**src/rtl/inst_mem_loader_pkg.sv**
```systemverilog
`default_nettype none
// ============================================================================
// Package : loader_pkg
// Brief   : Shared types and constants for the instruction-memory loader.
// Rev     : 1.0
// ============================================================================
package loader_pkg;

    typedef enum logic [2:0] {
        IDLE   = 3'd0,
        CNT_LO = 3'd1,
        CNT_HI = 3'd2,
        W_LO   = 3'd3,
        W_HI   = 3'd4,
        CHK    = 3'd5,
        DONE   = 3'd6,
        ERR    = 3'd7
    } loader_state_e;

    localparam int CNT_BYTES = 2;

endpackage
`default_nettype wire

```
**src/rtl/inst_mem_loader_if.sv**
```systemverilog
`default_nettype none
// ============================================================================
// Interface : loader_if
// Brief     : Host byte stream in, instruction-RAM write port out.
// Rev       : 1.0
// ============================================================================
interface loader_if #(
    parameter int A = 10,
    parameter int W = 9
);
    logic [7:0]   In_Data;
    logic         In_Valid;
    logic         In_Ready;
    logic         Wr_En;
    logic [A-1:0] Wr_Addr;
    logic [W-1:0] Wr_Data;

    modport slave (
        input  In_Data, In_Valid,
        output In_Ready, Wr_En, Wr_Addr, Wr_Data
    );

    modport master (
        output In_Data, In_Valid,
        input  In_Ready, Wr_En, Wr_Addr, Wr_Data
    );
endinterface
`default_nettype wire

```
**src/rtl/inst_mem_loader.sv**
```systemverilog
`default_nettype none
// ============================================================================
// Module : inst_mem_loader
// Brief  : Unpacks a counted, checksummed byte stream into instruction RAM.
// Rev    : 1.0
// ============================================================================
module inst_mem_loader
    import loader_pkg::*;
#(
    parameter int A = 10,
    parameter int W = 9
) (
    input  wire logic Clk,
    input  wire logic Reset_n,
    input  wire logic Start,
    loader_if.slave   bus,
    output logic      Busy,
    output logic      Done,
    output logic      Error
);

    localparam logic [2:0] S_IDLE   = IDLE;
    localparam logic [2:0] S_CNT_LO = CNT_LO;
    localparam logic [2:0] S_CNT_HI = CNT_HI;
    localparam logic [2:0] S_W_LO   = W_LO;
    localparam logic [2:0] S_W_HI   = W_HI;
    localparam logic [2:0] S_CHK    = CHK;
    localparam logic [2:0] S_DONE   = DONE;
    localparam logic [2:0] S_ERR    = ERR;

    localparam int          C_CW        = 8 * CNT_BYTES;
    localparam logic [A:0]  C_MAX_WORDS = {1'b1, {A{1'b0}}};
    localparam logic [A:0]  C_ONE       = {{A{1'b0}}, 1'b1};

    logic [2:0]      r_state;
    logic [2:0]      w_next;
    logic [7:0]      r_lo;
    logic [7:0]      r_chk;
    logic [A:0]      r_addr;
    logic [A:0]      r_count;
    logic            r_wr_en;
    logic [W-1:0]    r_wr_data;
    logic            r_done;
    logic            r_error;

    logic            w_busy;
    logic            w_xfer;
    logic            w_start;
    logic [C_CW-1:0] w_count;
    logic            w_oversize;
    logic            w_zero;
    logic [A:0]      w_addr_next;

    assign w_busy      = (r_state == S_CNT_LO) || (r_state == S_CNT_HI) ||
                         (r_state == S_W_LO)   || (r_state == S_W_HI)   ||
                         (r_state == S_CHK);
    assign w_xfer      = bus.In_Valid & w_busy;
    assign w_start     = Start & ((r_state == S_IDLE) || (r_state == S_DONE) ||
                                  (r_state == S_ERR));
    assign w_count     = {bus.In_Data, r_lo};
    assign w_oversize  = w_count > C_CW'(C_MAX_WORDS);
    assign w_zero      = (w_count == '0);
    assign w_addr_next = r_addr + C_ONE;

    always_comb begin
        w_next = r_state;
        case (r_state)
            S_IDLE:   if (Start)  w_next = S_CNT_LO;
            S_CNT_LO: if (w_xfer) w_next = S_CNT_HI;
            S_CNT_HI: if (w_xfer) w_next = w_oversize ? S_ERR :
                                           w_zero     ? S_CHK : S_W_LO;
            S_W_LO:   if (w_xfer) w_next = S_W_HI;
            // r_addr already reflects any write still in flight from the previous word
            S_W_HI:   if (w_xfer) w_next = (w_addr_next == r_count) ? S_CHK : S_W_LO;
            S_CHK:    if (w_xfer) w_next = (bus.In_Data == r_chk) ? S_DONE : S_ERR;
            S_DONE,
            S_ERR:    w_next = Start ? S_CNT_LO : S_IDLE;
            default:  w_next = S_IDLE;
        endcase
    end

    always_ff @(posedge Clk or negedge Reset_n) begin
        if (!Reset_n) begin
            r_state   <= S_IDLE;
            r_lo      <= '0;
            r_chk     <= '0;
            r_addr    <= '0;
            r_count   <= '0;
            r_wr_en   <= 1'b0;
            r_wr_data <= '0;
            r_done    <= 1'b0;
            r_error   <= 1'b0;
        end else begin
            r_state <= w_next;
            r_wr_en <= 1'b0;
            if (r_wr_en) begin
                r_addr <= w_addr_next;
            end
            if (w_start) begin
                r_done  <= 1'b0;
                r_error <= 1'b0;
                r_addr  <= '0;
                r_chk   <= '0;
            end
            if (w_xfer && (r_state != S_CHK)) begin
                r_chk <= r_chk ^ bus.In_Data;
            end
            if (w_xfer) begin
                case (r_state)
                    S_CNT_LO, S_W_LO: r_lo <= bus.In_Data;
                    S_CNT_HI: begin
                        r_count <= w_count[A:0];
                        if (w_oversize) r_error <= 1'b1;
                    end
                    S_W_HI: begin
                        r_wr_en   <= 1'b1;
                        r_wr_data <= {bus.In_Data[W-9:0], r_lo};
                    end
                    S_CHK: begin
                        if (bus.In_Data == r_chk) r_done  <= 1'b1;
                        else                      r_error <= 1'b1;
                    end
                    default: ;
                endcase
            end
        end
    end

    assign bus.In_Ready = w_busy;
    assign bus.Wr_En    = r_wr_en;
    assign bus.Wr_Addr  = r_addr[A-1:0];
    assign bus.Wr_Data  = r_wr_data;
    assign Busy         = w_busy;
    assign Done         = r_done;
    assign Error        = r_error;

endmodule
`default_nettype wire

```
**src/flat_wrapper.sv**
```systemverilog
// flat-port wrapper written by rule: the top's interface ports become plain ports
module inst_mem_loader_flat import loader_pkg::*;
#(
    parameter int A = 10,
    parameter int W = 9
)
  (Clk, Reset_n, Start, Busy, Done, Error, bus_In_Data, bus_In_Valid, bus_In_Ready, bus_Wr_En, bus_Wr_Addr, bus_Wr_Data);
  loader_if #(.A(A), .W(W)) bus_i ();
  input  wire logic Clk;
  input  wire logic Reset_n;
  input  wire logic Start;
  output logic Busy;
  output logic Done;
  output logic Error;
  input wire logic [$bits(bus_i.In_Data)-1:0] bus_In_Data;
  input wire logic [$bits(bus_i.In_Valid)-1:0] bus_In_Valid;
  output wire logic [$bits(bus_i.In_Ready)-1:0] bus_In_Ready;
  output wire logic [$bits(bus_i.Wr_En)-1:0] bus_Wr_En;
  output wire logic [$bits(bus_i.Wr_Addr)-1:0] bus_Wr_Addr;
  output wire logic [$bits(bus_i.Wr_Data)-1:0] bus_Wr_Data;
  assign bus_i.In_Data = bus_In_Data;
  assign bus_i.In_Valid = bus_In_Valid;
  assign bus_In_Ready = bus_i.In_Ready;
  assign bus_Wr_En = bus_i.Wr_En;
  assign bus_Wr_Addr = bus_i.Wr_Addr;
  assign bus_Wr_Data = bus_i.Wr_Data;
  inst_mem_loader #(.A(A), .W(W)) u_core (.Clk(Clk), .Reset_n(Reset_n), .Start(Start), .bus(bus_i), .Busy(Busy), .Done(Done), .Error(Error));
endmodule
```
**config.mk**
```make
export PLATFORM = sky130hd
export DESIGN_NAME = inst_mem_loader_flat
export DESIGN_NICKNAME = d
export VERILOG_FILES = /design/src/rtl/inst_mem_loader_pkg.sv /design/src/rtl/inst_mem_loader_if.sv /design/src/rtl/inst_mem_loader.sv /design/src/flat_wrapper.sv
export SDC_FILE = /design/constraint.sdc
export NUM_CORES = 1
export LEC_CHECK = 0
export CAP_MARGIN = 40
export CORE_MARGIN = 1.5
export CORE_UTILIZATION = 25
export DETAILED_ROUTE_END_ITERATION = 10
export GPL_TIMING_DRIVEN = 0
export HOLD_SLACK_MARGIN = 0.1
export PLACE_DENSITY = 0.39
export SETUP_SLACK_MARGIN = 0.5
export SKIP_LAST_GASP = 1
export SLEW_MARGIN = 15
export SYNTH_ARGS = -nofsm -noshare
export SYNTH_HDL_FRONTEND = slang
export SYNTH_SLANG_ARGS = --single-unit
```
**constraint.sdc**
```tcl
create_clock -name Clk -period 2.8 [get_ports Clk]
set_input_delay 0.84 -clock Clk [delete_from_list [all_inputs] [get_ports Clk]]
set_output_delay 0.84 -clock Clk [all_outputs]
set_load 0.005 [all_outputs]
```
==> run metrics <==
Power Dens Cells 921.8 nW/µm²; die width between 100 and 150 µm; syn_nets 291; Setup CP Type reg2out; Root Buffer clkbuf_16; Clock Pin Slew Worst Setup and Hold Paths approximately 0.07 ns; worst r2r src u_core.r_addr[0]; die footprint roughly 12000 µm²; crit end category output pin; HP Class reg2reg; Total Routing Usage GR 0.1179; CTS Sinks 53; fin crit share 0.7901; crit-path max FO 5; die height 110.6 µm; drt drc 0; Core Area 11370 µm²; antenna violations before repair 0; post-detail-place hpwl ~4.8 mm; WP data required 1.96 ns; Top Ports 36; Synth cell types 52; layout cell share with drive strength beyond 1 0.2377; Slew Viols, Final 0; TritonCTS Buffers 5; vias in the first global route between 2000 and 2500; RSZ-0062 raised after global routing no; Initial Utilization 0.2545; EDFF count, synth 0; endpoints failing setup 0; H-tree levels 2; GRT Residual Overflow 0; routed len/inst 14.72 µm; 1st-iter DRT viols 80; status complete, no violations; cells after synthesis about 280; most frequent cells in the layout dfrtp_1, mux2_2, o21ai_0, clkdlybuf4s50_1; peak supply drop about 0.3 mV; worst slew pin tran roughly 0.7 ns; top_reg_cell synth dfrtp_1; global-route wire length before repair roughly 12 mm; min Tclk post-route about 2.2 ns; Hold Slack between 0.5 and 0.6 ns; sequential-to-total area share from yosys stat 0.4583; hold-fix buffers at CTS 0; achievable frequency 452.0 MHz; Site Rows 39; multi-input logic area about 1400 µm²; ANT cells 0; Clock Tree Buf Depth 2; worst relative slew slack 0.5254; post-route setup TNS 0 ns; Antenna Nets Post-Route 0; Sequential Area between 1000 and 1500 µm²; mapped cell area 2894 µm²; routed vias/inst 4.591; commonest non-fill, non-tap cell in the layout dfrtp_1; worst skew pair latency roughly 0.3 ns; Final Hold Vio Count 0; skew final ~0.011 ns; area delta synth->final 25.85%; via count about 2100; Syn. warnings 0; placed instance count about 450; Startpoint Class register; asr flop ratio synth 1.000; CTS tree built; Critical Path AT ~1.4 ns; static leakage between 1.5 and 2 nW; Yosys reg bits 53; Finished Layout Cells 467; DR pass1 iterations 4; number of max-cap violations 0; DRT Wirelength slightly below 7 mm; Filler cells around 1200; Avg Cell Area, Syn 10.41 µm²; CP startpoint u_core.r_addr[7]; hold_sp u_core.bus.Wr_Data[0]; largest net degree at the start of global routing between 50 and 60; Routability Congestion between 0.7 and 0.8; final-stage net count between 300 and 400; I/O Buffers 33
area by class of cell:
cell class,count,area share
Tap cell,143,0.04912
Sequential cell,53,0.3655
Multi-Input combinational cell,195,0.3834
Clock buffer,6,0.03538
Clock inverter,2,0.01065
Inverter,5,0.005153
Timing Repair Buffer,38,0.1013
Buffer,25,0.04947
stage by stage:
stage               cell area (µm²)  power, W  worst slack (ns)    util
floorplan                      2894  0.002107            0.8656       -
global placement               3403  0.002588           -0.9788  0.2993
detailed placement             3401  0.002599            0.1154  0.2991
CTS                            3588  0.003359            0.4801  0.3156
global route                   3642  0.003610            0.5390  0.3203
finish                         3642  0.003357            0.5878  0.3203
per-layer routing:
metal  track usage  wire [µm]  up-vias
met5             0          0        -
met4       0.03333         79        0
met3       0.02250        167        6
met2        0.1807       3084       31
met1        0.1693       3544     1047
li1              -          -     1060
Yosys cell counts, types with 2 or more instances:
master / n / area share
dfrtp_1: 53 / 0.46
mux2_2: 29 / 0.11
o21ai_0: 24 / 0.042
xor2_1: 20 / 0.061
nor2_1: 18 / 0.023
nand2_1: 16 / 0.021
buf_4: 14 / 0.036
nand2b_1: 11 / 0.024
xnor2_1: 9 / 0.027
nand3_1: 7 / 0.012
a21oi_1: 6 / 0.010
clkbuf_1: 6 / 0.0078
inv_1: 5 / 0.0065
nor3_1: 5 / 0.0086
nor4_1: 4 / 0.0086
a311oi_1: 3 / 0.0091
and2_1: 3 / 0.0065
and3_1: 3 / 0.0065
nand4_1: 3 / 0.0065
nor2b_1: 3 / 0.0065
a31oi_1: 2 / 0.0043
and2b_2: 2 / 0.0061
and4_1: 2 / 0.0061
buf_6: 2 / 0.0078
registers in the layout (all words and copies together), names as in the netlist:
register,cells
u_core.r_addr,11
u_core.r_count,11
u_core.bus.Wr_Data,9
u_core.r_chk,8
u_core.r_lo,8
u_core.r_state,3
u_core.Done,1
u_core.Error,1
u_core.bus.Wr_En,1
worst max-delay path: stages (launching register included):
cell             delay (ns)
dfrtp_1                0.46
buf_4                  0.14
clkdlybuf4s50_1        0.48
timing repair:
item                                    4_1_cts  5_1_grt
endpoints found under the setup margin        5        8
gates resized for setup                       9       14
gates cloned                                  0        0
setup buffers                                 1        4
pin swaps                                     2        4
final timing paths:
path / endpoint / slack [ns] / cells after the start
max reg2reg: u_core.r_state[1] / 0.75 / 7
min reg2reg: u_core.bus.Wr_Data[0] / 0.52 / 1
max in group asynchronous: u_core.r_addr[9] / 1.71 / 1
min: u_core.bus.Wr_Data[0] / 0.52 / 1
max: bus_Wr_Addr[7] / 0.59 / 2
min in group asynchronous: u_core.r_addr[3] / 0.59 / 1
where the power goes:
group	total, W	switching, W	internal [W]
Clock	0.000723	0.000298	0.000425
Sequential	0.00132	0.000263	0.00106
Combinational	0.00131	0.000568	0.000742
logic make-up after synthesis:
family          after synthesis  synth area share
fa+ha+maj                     1          0.004323
simple gates                 86            0.1639
mux                          30            0.1163
flops                        53            0.4583
compound gates               49            0.1033
xor+xnor                     29           0.08777
buf+inv                      30           0.06614
(Power assumes the default switching activity.)
